**src/rtl/seg7_mux_driver.sv**
```systemverilog
// Two-digit multiplexed seven-segment driver: latches a byte, hex-decodes both nibbles,
// alternates them on a shared segment bus with a blanking dead-time before each digit switch.
// Optional build macro SEG7_ZERO_BLANK_EN blanks the high digit when its nibble is zero.
module seg7_mux_driver #(
    parameter int REFRESH_CYCLES  = 1000,
    parameter int DEAD_CYCLES     = 16,
    parameter bit SEG_ACTIVE_HIGH = 1'b1
) (
    input  logic       clk,
    input  logic       rst_n,
    input  logic [7:0] data_i,
    input  logic       data_valid_i,
    output logic [6:0] seg_pins_o,
    output logic       seg_select_o
);
    localparam int CNT_W       = $clog2(REFRESH_CYCLES);
    localparam int SHOW_CYCLES = REFRESH_CYCLES - DEAD_CYCLES;
    localparam int LAST        = REFRESH_CYCLES - 1;

    localparam logic [CNT_W:0]   SHOW_LIMIT  = SHOW_CYCLES[CNT_W:0];
    localparam logic [CNT_W-1:0] LAST_COUNT  = LAST[CNT_W-1:0];
    localparam logic [6:0]       INVERT_MASK = SEG_ACTIVE_HIGH ? 7'h00 : 7'h7F;

    typedef enum logic {
        SHOW = 1'b0,
        DEAD = 1'b1
    } state_e;

    logic [7:0]       data_q, data_d;
    logic [CNT_W-1:0] count_q, count_d;
    logic             select_q, select_d;
    logic             started_q, started_d;
    logic [6:0]       seg_q, seg_d;
    logic [3:0]       nibble;
    logic [6:0]       lit;
    state_e           state;

    function automatic logic [6:0] hex_decode(input logic [3:0] value);
        logic [6:0] segs;
        case (value)
            4'h0: segs = 7'h3F;
            4'h1: segs = 7'h06;
            4'h2: segs = 7'h5B;
            4'h3: segs = 7'h4F;
            4'h4: segs = 7'h66;
            4'h5: segs = 7'h6D;
            4'h6: segs = 7'h7D;
            4'h7: segs = 7'h07;
            4'h8: segs = 7'h7F;
            4'h9: segs = 7'h6F;
            4'hA: segs = 7'h77;
            4'hB: segs = 7'h7C;
            4'hC: segs = 7'h39;
            4'hD: segs = 7'h5E;
            4'hE: segs = 7'h79;
            default: segs = 7'h71;
        endcase
        return segs;
    endfunction

    // With no dead-time SHOW_LIMIT equals REFRESH_CYCLES, so the slot never reaches DEAD.
    always_comb begin
        data_d    = data_valid_i ? data_i : data_q;
        started_d = 1'b1;
        count_d   = count_q + CNT_W'(1);
        select_d  = select_q;
        if (count_q == LAST_COUNT) begin
            count_d  = '0;
            select_d = ~select_q;
        end
        state = ({1'b0, count_q} >= SHOW_LIMIT) ? DEAD : SHOW;
    end

    // Decode follows the select level being registered this edge, so a digit and its select
    // always appear together; the first edge after reset only primes the slot timing.
    always_comb begin
        nibble = select_d ? data_q[7:4] : data_q[3:0];
        lit    = hex_decode(nibble);
`ifdef SEG7_ZERO_BLANK_EN
        if (select_d && (data_q[7:4] == 4'h0)) begin
            lit = 7'h00;
        end
`endif
        if (!started_q || state == DEAD) begin
            lit = 7'h00;
        end
        seg_d = lit ^ INVERT_MASK;
    end

    always_ff @(posedge clk or negedge rst_n) begin
        if (!rst_n) begin
            data_q    <= 8'h00;
            count_q   <= '0;
            select_q  <= 1'b0;
            started_q <= 1'b0;
            seg_q     <= INVERT_MASK;
        end else begin
            data_q    <= data_d;
            count_q   <= count_d;
            select_q  <= select_d;
            started_q <= started_d;
            seg_q     <= seg_d;
        end
    end

    assign seg_pins_o   = seg_q;
    assign seg_select_o = select_q;

endmodule

```
**config.mk**
```make
export PLATFORM = sky130hd
export DESIGN_NAME = seg7_mux_driver
export DESIGN_NICKNAME = d
export VERILOG_FILES = /design/src/rtl/seg7_mux_driver.sv
export SDC_FILE = /design/constraint.sdc
export NUM_CORES = 1
export LEC_CHECK = 0
export ABC_AREA = 1
export BUFFER_PORTS_ARGS = -buffer_cell sky130_fd_sc_hd__buf_2
export CORE_MARGIN = 4
export CORE_UTILIZATION = 55
export DETAILED_ROUTE_END_ITERATION = 16
export HOLD_SLACK_MARGIN = 0.03
export PLACE_DENSITY = 0.86
export SLEW_MARGIN = 10
export SYNTH_ARGS = -nofsm -noshare
export SYNTH_HDL_FRONTEND = slang
export SYNTH_SLANG_ARGS = --single-unit
```
**constraint.sdc**
```tcl
create_clock -name clk -period 2.6 [get_ports clk]
set_input_delay 0.26 -clock clk [delete_from_list [all_inputs] [get_ports clk]]
set_output_delay 0.26 -clock clk [all_outputs]
set_load 0.02 [all_outputs]
```
---- Word level (Yosys, flattened, before mapping) ----
Memories as Yosys holds them, arrays and structs flattened.
Cells that the tools add are included.
operators by class
  bitwise logic cells ..................... 1
  $lt $le $gt $ge ......................... 1
  multiplexer cells ....................... 5
  $add $sub $neg .......................... 1
  equality and inequality tests ........... 1
  reductions and logical operators ........ 2
operators with widths
  operator                                                          number
  10-bit by 1-bit adder with 10-bit output (second input constant)  1
  10-bit == test (second input constant)                            1
  10-bit >= comparator (second input constant)                      1
  10-bit 2-to-1 mux                                                 1
  7-bit 2-to-1 mux                                                  1
  4-bit 2-to-1 mux                                                  1
  1-bit 2-to-1 mux                                                  2
  1-bit zero test                                                   1
  1-bit logical OR                                                  1
  1-bit inverter                                                    1
storage, ports and cells
  word-level logic and storage cells ...... 17
  memories kept ........................... 1
  memory bits (read-only) ................. 112
  register bits ........................... 27
  output and inout port bits .............. 8
  input port bits ......................... 11
memory list
  name              depth  bits a word  rd ports  clocked after Yosys merged registers in  write ports  RTL line  source
  (name not given)  16     7            1         0                                        0            40        case (value)

---- Longest topological paths before layout ----
Gate-level depths: netlist of run 1.
An unclocked memory read counts as a cell.
  depth after elaboration ................. 5
  gate-level depth with buffers ........... 14
  depth with buffers taken out ............ 14

---- Worst setup path after synthesis of run 1 ----
No wires, ideal clock.
  path kind ............................... reg-to-reg
  start point ............................. register count_q[0]
  end point ............................... register seg_q[3] (netlist: seg_pins_o[3])
  path slack .............................. 0.593 ns
  setup time .............................. 0.071 ns
  period minus slack after synthesis ...... 2.007 ns
  required time ........................... 2.529 ns
  buffers on the path ..................... 0
  cell stages (with the launch flop) ...... 14
  data arrival time ....................... 1.936 ns
  path through ............................ dfrtp_1 > ha_1 > nand2_1 > nor2_1 > nand3_4 > nand2_4 > nand3_1 > nand2_1 > inv_1 > ha_1 > nand3b_1 > nand3_1 > nand2_1 > nor2_1
on the way
  word-level cells in the longest chain between the ends .. 5
  elaborated cells between the ends (all ways) .. 8
  classes of those cells .................. order compare: 1; eq/ne: 1; mux: 4; reduce/logical: 1; memory: 1
RTL lines
  item                    RTL line  source
  start, declared         30        logic [CNT_W-1:0] count_q, count_d;
  start signal, assigned  99        count_q <= count_d;
  10-bit == test          67        if (count_q == LAST_COUNT) begin
  1-bit 2-to-1 mux        67
  4-bit 2-to-1 mux        77        nibble = select_d ? data_q[7:4] : data_q[3:0];
  memory read 16 x 7 bit  --
  7-bit 2-to-1 mux *      84        if (!started_q || state == DEAD) begin
  named net lit[3]        35        logic [6:0] lit;
  end signal, assigned    102       seg_q <= seg_d;
  end, declared           33        logic [6:0] seg_q, seg_d;
Mark *: on every way through the listed nets, which the timed path passes. The rest lies on a longest branch.
A chain may end at the register's enable or synchronous reset.

---- Worst setup path after layout of run 1 ----
Ends and elaborated chain as after synthesis.

==> reports/qor.yml, run 1 <==
routing:
  met1_length_um: 1140
  vias: 1129
  drt-vias-per-instance: 5.06
  wl_met3_um: 130
  ant_nets: 0
  wl_um: 2580
  wl_met2_um: 1290
  drt_pass1_iterations: 4
  wire_per_inst_um: 11.6
  drt-initial-drc-count: 40
  drc: 0
  top_layer: "met4"
power:
  p_leak_nw: 0.880
  p_per_area_mw_per_mm2: 462
  ir_drop_v: 0.000349
  total_power_uw: 774
global_routing:
  grt_pass1_wl_um: 4690
  grt.overflow.total: 0
  grt_pass1_vias: 1141
  antenna_found_initial: 0
  track_usage: 0.166
  grt_max_degree: 28
final_layout:
  fill_cells: 208
  layout-drive-gt1-share: 0.212
  multi_input_area_sq_um: 747
  seqCellArea_sq_um: 676
  final_cell_mix: "nand2_1 (37), dfrtp_1 (27), inv_1 (21)"
  final_common_cell: "nand2_1"
  num-nets-final: 213
  n_antenna_cell: 0
  syn2layout_area_growth_pct: 10.6
sta:
  finalHoldViolCount: 0
  fmax_mhz: 448
  worstMarginPinSlew_ns: 0.569
  period_needed_ns: 2.23
  slew_viol_final: 0
  fin_skew_ns: 0.00426
  period_share: 0.859
  setup_viol: 0
  maxSlewHeadroom: 0.621
  rsz0062_at_grt: "no"
  whs_ns: 0.136
  setup-tns-final_ns: 0
synth:
  ys_seq_elements: 27
  ys.warnings.count: 0
  synth-edff-count: 0
  ys_types: 27
  synthFlopType: "dfrtp_1"
  syn_area_sq_mm: 0.00151
  avgSynthCellArea_sq_um: 8.85
  async_flop_share: 1.00
  syn_nets: 190
  synthCells: 171
  ys_seq_area_frac: 0.446
die:
  die_height_um: 60.5
  core.rowCount: 18
  initial_core_util: 0.595
  ioPinCount: 19
  dieArea_sq_mm: 0.00366
  fp.dieW_um: 60.5
  core-area_sq_mm: 0.00254
worst_setup_path:
  worst-path-buf-inv: 1
  max_stage_delay_ns: 0.41
  slowest_stage: "dfrtp_1"
  crit_path_frequent_cell: "nand2_1"
  cp-start-kind: "flip-flop"
  crit_chain: "ha_1 -> nand2_1 -> nor2_1 -> nand3_4 -> nand2_4 -> nand3_1 -> nand2_1 -> inv_1 -> ha_1 -> nand3b_1 -> nand3_1 -> nand2_1 -> nor2_1"
  critPathMaxFanout: 5
  cp-end-kind: "flip-flop"
  worstPathArrival_ns: 2.49
  critPathKind: "reg -> reg"
  crit_family: "simple AND/OR/NAND/NOR gates"
  critPathRequiredTime_ns: 2.86
run_status:
  outcome: "completed"
clock_tree:
  clk_pin_slew_worst_paths_ns: 0.14
  h-tree-depth: 1
  clk_latency_ns: 0.31
  cts_sinks: 27
  cts_tree: "done"
  cts_made_buffers: 3
  cts_resized: 0
  ctsLongestPathBuffers: 2
  cts_root_buf: "clkbuf_4"
place:
  io_buffers: 18
  gp_congestion: 0.934
  dp_hpwl_um: 1990
worst_hold_path:
  hp-class: "in -> reg"
job:
  maxCapViolCount: 0
==> synth_stat cells (2+ instances only) <==
master / n / share of area
nand3_4: 3 / 0.035
nand2_8: 2 / 0.026
a21oi_1: 8 / 0.026
nor2_1: 15 / 0.037
mux2_2: 2 / 0.015
nand3_1: 14 / 0.046
dfrtp_1: 27 / 0.45
nand2_2: 5 / 0.021
nand3_2: 2 / 0.013
nor3_1: 3 / 0.0099
ha_1: 8 / 0.066
o21ai_1: 2 / 0.0066
nand2_1: 37 / 0.092
inv_1: 21 / 0.052
o21ai_0: 8 / 0.026
nand2_4: 3 / 0.022
==> kinds of logic after synthesis <==
group / synth area share
other cells: 0.00248
compound gates: 0.0752
mux: 0.0149
flops: 0.446
xor+xnor: 0.00579
fa+ha+maj: 0.0661
buf+inv: 0.0603
simple gates: 0.329
==> metrics by stage <==
| step | worst slack, ns | area [sq um] | instances | utilization |
|---|---|---|---|---|
| 3_5_place_dp | 0.415 | 1640 | 218 | 0.644 |
| 3_3_place_gp | 0.508 | 1640 | 218 | 0.644 |
| 4_1_cts | 0.380 | 1670 | 223 | 0.658 |
| 2_1_floorplan | 0.593 | 1510 | 171 | - |
| 5_1_grt | 0.143 | 1670 | 223 | 0.658 |
| 6_report | 0.366 | 1670 | 223 | 0.658 |
==> state kept, by name, summed over array words and instances (netlist names) <==
name / flops
data_q: 8
started_q: 1
seg_pins_o: 7
seg_select_o: 1
count_q: 10
==> what timing repair did <==
action,in CTS,in global routing
buffers inserted,0,0
hold buffers,1,0
endpoints found under the hold margin,27,0
==> report_power, final <==
| part | internal (mW) | switching [mW] | total (mW) |
|---|---|---|---|
| Clock | 0.0599 | 0.118 | 0.177 |
| Sequential | 0.444 | 0.00790 | 0.452 |
| Combinational | 0.0515 | 0.0932 | 0.145 |
| Total | 0.555 | 0.219 | 0.774 |
==> final timing paths <==
kind | startpoint | end | slack [ns] | depth (start not counted)
max | count_q[0] | seg_pins_o[3] | 0.37 | 13
min | data_i[6] | data_q[6] | 0.14 | 3
max reg2reg | count_q[0] | seg_pins_o[3] | 0.37 | 13
min reg2reg | count_q[0] | count_q[0] | 0.50 | 1
max in group asynchronous | rst_n | started_q | 1.77 | 2
min in group asynchronous | rst_n | data_q[1] | 0.45 | 2
==> layout make-up <==
type / count / share of cell area
Sequential cell: 27 / 0.404
Multi-Input combinational cell: 121 / 0.446
Timing Repair Buffer: 19 / 0.0598
Clock buffer: 4 / 0.0157
Inverter: 22 / 0.0523
Tap cell: 30 / 0.0224
==> per-layer routing <==
metal	GRT usage	vias to the layer above
li1	-	587
met1	0.204	510
met2	0.304	28
met3	0.0255	4
met4	0.0433	0
met5	0	-
==> worst reg2reg max path, delay by kind of cell, from the launching register on <==
kind | cells | cell delay [ns]
buf+inv | 1 | 0.12
simple gates | 10 | 1.19
fa+ha+maj | 2 | 0.46
flops | 1 | 0.41
(Power assumes the default switching activity.)
==> inputs of run 2 (changes only) <==
--- a/config.mk
+++ b/config.mk
@@ -7,6 +7,7 @@
 export LEC_CHECK = 0
 export ABC_AREA = 1
 export BUFFER_PORTS_ARGS = -buffer_cell sky130_fd_sc_hd__buf_2
+export CORE_ASPECT_RATIO = 0.8
 export CORE_MARGIN = 4
 export CORE_UTILIZATION = 55
 export DETAILED_ROUTE_END_ITERATION = 16
==> run 2 against run 1 <==
  * Clock skew grew 0.0014 ns
  * Non-clock buffer count is the same
  * Register-to-register slack lost 0.07 ns
  * Cell count grew 2.7%
  * Clock power shrank 2%
  * Clock-buffer cell count shrank 1
  * Flip-flop and latch count is the same
  * Via count grew 1.7%
  * Core utilization grew 0.41 points
  * Sequential power is essentially flat
  * Design area grew 0.52%
  * Global-route usage grew 0.19 points
  * Critical endpoint unchanged
  * Largest cell class unchanged
  * Highest routed layer unchanged
==> reports/qor.yml, run 2 (same netlist as run 1, synthesis figures left out) <==
run_status:
  outcome: "completed"  # unchanged
clock_tree:
  clk_pin_slew_worst_paths_ns: 0.13  # was 0.14 ns
  cts_sinks: 27  # unchanged
  cts_made_buffers: 3  # unchanged
  cts_tree: "done"  # unchanged
  cts_root_buf: "clkbuf_4"  # unchanged
  post-cts-setup-buffers: 0  # unchanged
  cts_resized: 0  # unchanged
  ctsLongestPathBuffers: 2  # unchanged
  clk_latency_ns: 0.32  # was 0.31 ns
  h-tree-depth: 1  # unchanged
global_routing:
  grt.overflow.total: 0  # unchanged
  antenna_found_initial: 0  # unchanged
  grt_pass1_wl_um: 4640  # was 4690 um
  grt_pass1_vias: 1088  # was 1141
  track_usage: 0.168  # was 0.166
  grt_max_degree: 28  # unchanged
worst_setup_path:
  critPathRequiredTime_ns: 2.87  # was 2.86 ns
  slowest_stage: "dfrtp_1"  # unchanged
  cp-start-kind: "flip-flop"  # unchanged
  reg2reg_from: "count_q[0]"  # unchanged
  crit_chain: "ha_1 -> nand2_1 -> nor2_1 -> nand3_4 -> nand2_1 -> nand3_1 -> nand2_1 -> inv_1 -> ha_1 -> nand3b_1 -> nand3_1 -> nand2_1 -> nor2_1"  # was ha_1 -> nand2_1 -> nor2_1 -> nand3_4 -> nand2_4 -> nand3_1 -> nand2_1 -> inv_1 -> ha_1 -> nand3b_1 -> nand3_1 -> nand2_1 -> nor2_1
  crit_path_start: "count_q[0]"  # unchanged
  max_stage_delay_ns: 0.41  # about the same
  worst-path-buf-inv: 1  # unchanged
  crit_family: "simple AND/OR/NAND/NOR gates"  # unchanged
  worstPathArrival_ns: 2.57  # was 2.49 ns
  crit_path_frequent_cell: "nand2_1"  # unchanged
  critPathMaxFanout: 5  # unchanged
  cp-end-kind: "flip-flop"  # unchanged
  critPathKind: "reg -> reg"  # unchanged
die:
  die_height_um: 54.9  # was 60.5 um
  fp.dieW_um: 66.7  # was 60.5 um
  dieArea_sq_mm: 0.00366  # about the same
  ioPinCount: 19  # unchanged
  initial_core_util: 0.595  # about the same
  core-area_sq_mm: 0.00254  # about the same
  core.rowCount: 16  # was 18
place:
  io_buffers: 18  # unchanged
  dp_hpwl_um: 2070  # was 1990 um
  gp_congestion: 0.923  # was 0.934
  dp_slack_ns: 0.332  # was 0.415 ns
power:
  internal_power_uw: 553  # was 555 uW
  p_sw_frac: 0.282  # was 0.283
  combPwrFrac: 0.190  # was 0.187
  p_leak_nw: 0.883  # was 0.880 nW
  power.share.clock: 0.225  # was 0.229
  p_sw_uw: 218  # was 219 uW
  seqPwrFrac: 0.586  # was 0.584
  p_per_area_mw_per_mm2: 458  # was 462 mW/mm^2
  ir_drop_v: 0.000335  # was 0.000349 V
sta:
  slew_viol_final: 0  # unchanged
  maxSlewHeadroom: 0.614  # was 0.621
  period_needed_ns: 2.31  # was 2.23 ns
  fin_skew_ns: 0.00570  # was 0.00426 ns
  setup-tns-final_ns: 0  # unchanged
  worstMarginPinSlew_ns: 0.579  # was 0.569 ns
  fmax_mhz: 434  # was 448 MHz
  finalWorstSetupSlack_ns: 0.295  # was 0.366 ns
  rsz0062_at_grt: "no"  # unchanged
  setup_viol: 0  # unchanged
  finalHoldViolCount: 0  # unchanged
  period_share: 0.887  # was 0.859
final_layout:
  final_cell_mix: "nand2_1 (37), dfrtp_1 (27), inv_1 (21)"  # unchanged
  syn2layout_area_growth_pct: 11.2  # was 10.6%
  n_antenna_cell: 0  # unchanged
  num-nets-final: 213  # unchanged
  layout-drive-gt1-share: 0.218  # was 0.212
  largest_reg_flops: 10  # unchanged
  fill_cells: 213  # was 208
  regMostFlops: "count_q"  # unchanged
  final_common_cell: "nand2_1"  # unchanged
routing:
  wire_per_inst_um: 11.3  # was 11.6 um
  drt-initial-drc-count: 43  # was 40
  wl_um: 2590  # was 2580 um
  drc: 0  # unchanged
  drt_pass1_iterations: 5  # was 4
  drt-vias-per-instance: 5.01  # was 5.06
  ant_nets: 0  # unchanged
  vias: 1148  # was 1129
job:
  maxCapViolCount: 0  # unchanged
worst_hold_path:
  hp-class: "in -> reg"  # unchanged
  hold_path.startpoint: "data_i[0]"  # was data_i[6]
==> run 2: power groups by stage <==
stage          registers [mW]  clock network, mW  logic [mW]
2_1_floorplan           0.475                  0      0.0837
4_1_cts                 0.452              0.186       0.148
5_1_grt                 0.454              0.200       0.166
3_3_place_gp            0.459                  0       0.139
6_report                0.452              0.173       0.146
3_5_place_dp            0.460                  0       0.146
==> run 2: final cells by class <==
class / count / area, sq um / area share
multi-input combinational: 121 / 747 / 0.444
timing repair buffer: 19 / 100 / 0.0595
clock inverter: 1 / 5.00 / 0.00297
inverter: 22 / 87.6 / 0.0520
sequential: 27 / 676 / 0.401
clock buffer: 3 / 22.5 / 0.0134
tap: 36 / 45.0 / 0.0268
==> run 2: metal layers <==
layer  global-route usage  vias to the layer above  part of all wire
met1                0.207                      525              0.46
met3               0.0404                        2             0.056
met2                0.293                       30              0.48
li1                     -                      591                 -
met4               0.0574                        0            0.0039
met5                    0                        -                 0
==> run 2: timing repair <==
item                                    CTS  global route
hold endpoints to repair                 27             0
hold buffers                              1             0
endpoints found under the setup margin    0             0
==> run 2: worst register-to-register path: stages (launching register included) <==
cell	delay [ns]
dfrtp_1	0.41
ha_1	0.19
nand2_1	0.12
nor2_1	0.20
nand3_4	0.12
nand2_1	0.11
nand3_1	0.09
nand2_1	0.16
inv_1	0.12
ha_1	0.30
nand3b_1	0.20
nand3_1	0.11
nand2_1	0.06
nor2_1	0.08
==> run 2: path summary, 6_finish.rpt <==
path,slack (ns),end,depth (start not counted)
setup / recovery,0.29,seg_pins_o[3],13
min in group asynchronous,0.46,data_q[5],2
max in group asynchronous,1.76,count_q[2],2
setup reg to reg,0.29,seg_pins_o[3],13
hold reg to reg,0.50,count_q[0],1
hold / removal,0.14,data_q[0],3
==> run 2: metrics by stage <==
step	hold slack (ns)	cells	util	cell area, sq um	power, mW
3_3_place_gp	0.281	224	0.647	1650	0.598
4_1_cts	0.125	229	0.662	1680	0.785
5_1_grt	0.133	229	0.662	1680	0.820
3_5_place_dp	0.295	224	0.647	1650	0.606
2_1_floorplan	-0.0356	171	-	1510	0.559
6_report	0.136	229	0.662	1680	0.771
==> inputs of run 3 (changes only) <==
==> constraint.sdc (replaced) <==
create_clock -name clk -period 2.4 [get_ports clk]
set_input_delay 0.24 -clock clk [delete_from_list [all_inputs] [get_ports clk]]
set_output_delay 0.24 -clock clk [all_outputs]
set_load 0.02 [all_outputs]
==> run 3 against run 2 <==
  * Clock skew increased by 0.0010 ns
  * Critical path depth stayed put
  * Global-route usage up 0.86 points
  * Sequential share of layout area shrank 0.47 points
  * Routed wire length grew 4.1%
  * Die area unchanged
  * Design area is 1.2% higher
  * Clock power grew 12%
  * Fmax up 5.8%
  * Core utilization grew 0.79 points
  * Critical path type unchanged
  * Largest cell class unchanged
==> reports/qor.yml, run 3 (same netlist as run 1, synthesis figures left out) <==
clock_tree:
  cts_tree: "done"  # unchanged
  ctsLongestPathBuffers: 2  # unchanged
  cts_sinks: 27  # unchanged
  cts_root_buf: "clkbuf_4"  # unchanged
  clk_latency_ns: 0.33  # was 0.32 ns
  h-tree-depth: 1  # unchanged
  clk_pin_slew_worst_paths_ns: 0.14  # was 0.13 ns
  cts_made_buffers: 3  # unchanged
sta:
  period_share: 0.908  # was 0.887
  slew_viol_final: 0  # unchanged
  fin_skew_ns: 0.00671  # was 0.00570 ns
  fmax_mhz: 459  # was 434 MHz
  setup-tns-final_ns: 0  # unchanged
  finalHoldViolCount: 0  # unchanged
  period_needed_ns: 2.18  # was 2.31 ns
  setup_viol: 0  # unchanged
  worstMarginPinSlew_ns: 0.583  # was 0.579 ns
  maxSlewHeadroom: 0.612  # was 0.614
final_layout:
  fill_cells: 217  # was 213
  final_cell_mix: "nand2_1 (36), dfrtp_1 (27), inv_1 (21)"  # was nand2_1 (37), dfrtp_1 (27), inv_1 (21)
  syn2layout_area_growth_pct: 12.5  # was 11.2%
  num-nets-final: 215  # was 213
  regMostFlops: "count_q"  # unchanged
  n_antenna_cell: 0  # unchanged
  largest_reg_flops: 10  # unchanged
  finalNonFillerCells: 231  # was 229
  final_common_cell: "nand2_1"  # unchanged
  layout-drive-gt1-share: 0.236  # was 0.218
worst_setup_path:
  worstPathArrival_ns: 2.46  # was 2.57 ns
  critPathRequiredTime_ns: 2.68  # was 2.87 ns
  reg2reg_from: "count_q[0]"  # unchanged
  cp-start-kind: "flip-flop"  # unchanged
  crit_path_start: "count_q[0]"  # unchanged
  critPathKind: "reg -> reg"  # unchanged
  cp-end-kind: "flip-flop"  # unchanged
  critPathMaxFanout: 5  # unchanged
die:
  fp.dieW_um: 66.7  # unchanged
  core-area_sq_mm: 0.00254  # unchanged
  die_height_um: 54.9  # unchanged
  initial_core_util: 0.595  # unchanged
  dieArea_sq_mm: 0.00366  # unchanged
  core.rowCount: 16  # unchanged
  ioPinCount: 19  # unchanged
global_routing:
  grt_max_degree: 28  # unchanged
  track_usage: 0.176  # was 0.168
  grt_pass1_vias: 1126  # was 1088
  antenna_found_initial: 0  # unchanged
  grt.overflow.total: 0  # unchanged
  grt_pass1_wl_um: 4800  # was 4640 um
routing:
  vias: 1173  # was 1148
  wire_per_inst_um: 11.7  # was 11.3 um
  drc: 0  # unchanged
  drt-initial-drc-count: 63  # was 43
  ant_nets: 0  # unchanged
  wl_um: 2700  # was 2590 um
  drt_pass1_iterations: 4  # was 5
  drt-vias-per-instance: 5.08  # was 5.01
place:
  io_buffers: 18  # unchanged
  gp_congestion: 0.923  # unchanged
  dp_cells: 224  # unchanged
  dp_hpwl_um: 2090  # was 2070 um
power:
  ir_drop_v: 0.000325  # was 0.000335 V
  p_leak_nw: 0.893  # was 0.883 nW
  p_per_area_mw_per_mm2: 494  # was 458 mW/mm^2
job:
  maxCapViolCount: 0  # unchanged
run_status:
  outcome: "completed"  # unchanged
worst_hold_path:
  hold_path.startpoint: "data_i[0]"  # unchanged
  hp-class: "in -> reg"  # unchanged
-- run 3: final cells by class --
cell class | instances | area [sq um] | area share
multi-input cells | 121 | 752 | 0.442
flip-flops and latches | 27 | 676 | 0.397
repair buffers | 21 | 115 | 0.0676
inverters | 22 | 87.6 | 0.0514
well taps | 36 | 45.0 | 0.0265
clock buffers | 3 | 22.5 | 0.0132
clock inverters | 1 | 5.00 | 0.00294
-- run 3: path summary, 6_finish.rpt --
check	slack [ns]	cells after the start	to
max in group asynchronous	1.60	2	count_q[2]
min in group asynchronous	0.42	2	count_q[4]
worst min-delay path	0.11	3	data_q[0]
worst max-delay path	0.22	13	seg_pins_o[3]
worst min register to register	0.54	1	data_q[7]
worst max register to register	0.22	13	seg_pins_o[3]
-- run 3: repair_timing --
item | 4_1_cts | 5_1_grt
hold buffers | 1 | 0
buffers inserted | 0 | 2
endpoints found under the hold margin | 27 | 0
resized for setup | 0 | 2
setup endpoints to repair | 0 | 3
-- run 3: metrics by stage --
step | total power, mW | worst slack, ns | utilization | hold slack, ns | area [sq um]
3_3_place_gp | 0.648 | 0.318 | 0.647 | 0.261 | 1650
6_report | 0.841 | 0.220 | 0.670 | 0.108 | 1700
3_5_place_dp | 0.656 | 0.134 | 0.647 | 0.276 | 1650
4_1_cts | 0.852 | 0.106 | 0.662 | 0.0995 | 1680
2_1_floorplan | 0.606 | 0.393 | - | -0.0556 | 1510
5_1_grt | 0.888 | -0.0157 | 0.670 | 0.0947 | 1700
-- run 3: worst max-delay path, stage by stage (launching register included) --
cell      delay (ns)
dfrtp_1         0.40
ha_1            0.17
nand2_1         0.13
nor2_2          0.18
nand3_4         0.11
nand2_4         0.11
nand3_1         0.09
nand2_2         0.12
inv_1           0.10
ha_1            0.29
nand3b_1        0.20
nand3_1         0.10
nand2_1         0.05
nor2_1          0.08
-- run 3: power breakdown --
group          total (mW)  internal (mW)  switching [mW]
sequential          0.489          0.481         0.00846
combinational       0.159         0.0566           0.102
clock               0.193         0.0627           0.130
-- run 3: metal layers --
layer | GRT usage | routed length (um) | share of wire | up-vias
li1 | - | - | - | 593
met1 | 0.214 | 1190 | 0.44 | 539
met2 | 0.303 | 1290 | 0.48 | 37
met3 | 0.0505 | 173 | 0.064 | 4
met4 | 0.0676 | 39 | 0.014 | 0
met5 | 0 | 0 | 0 | -
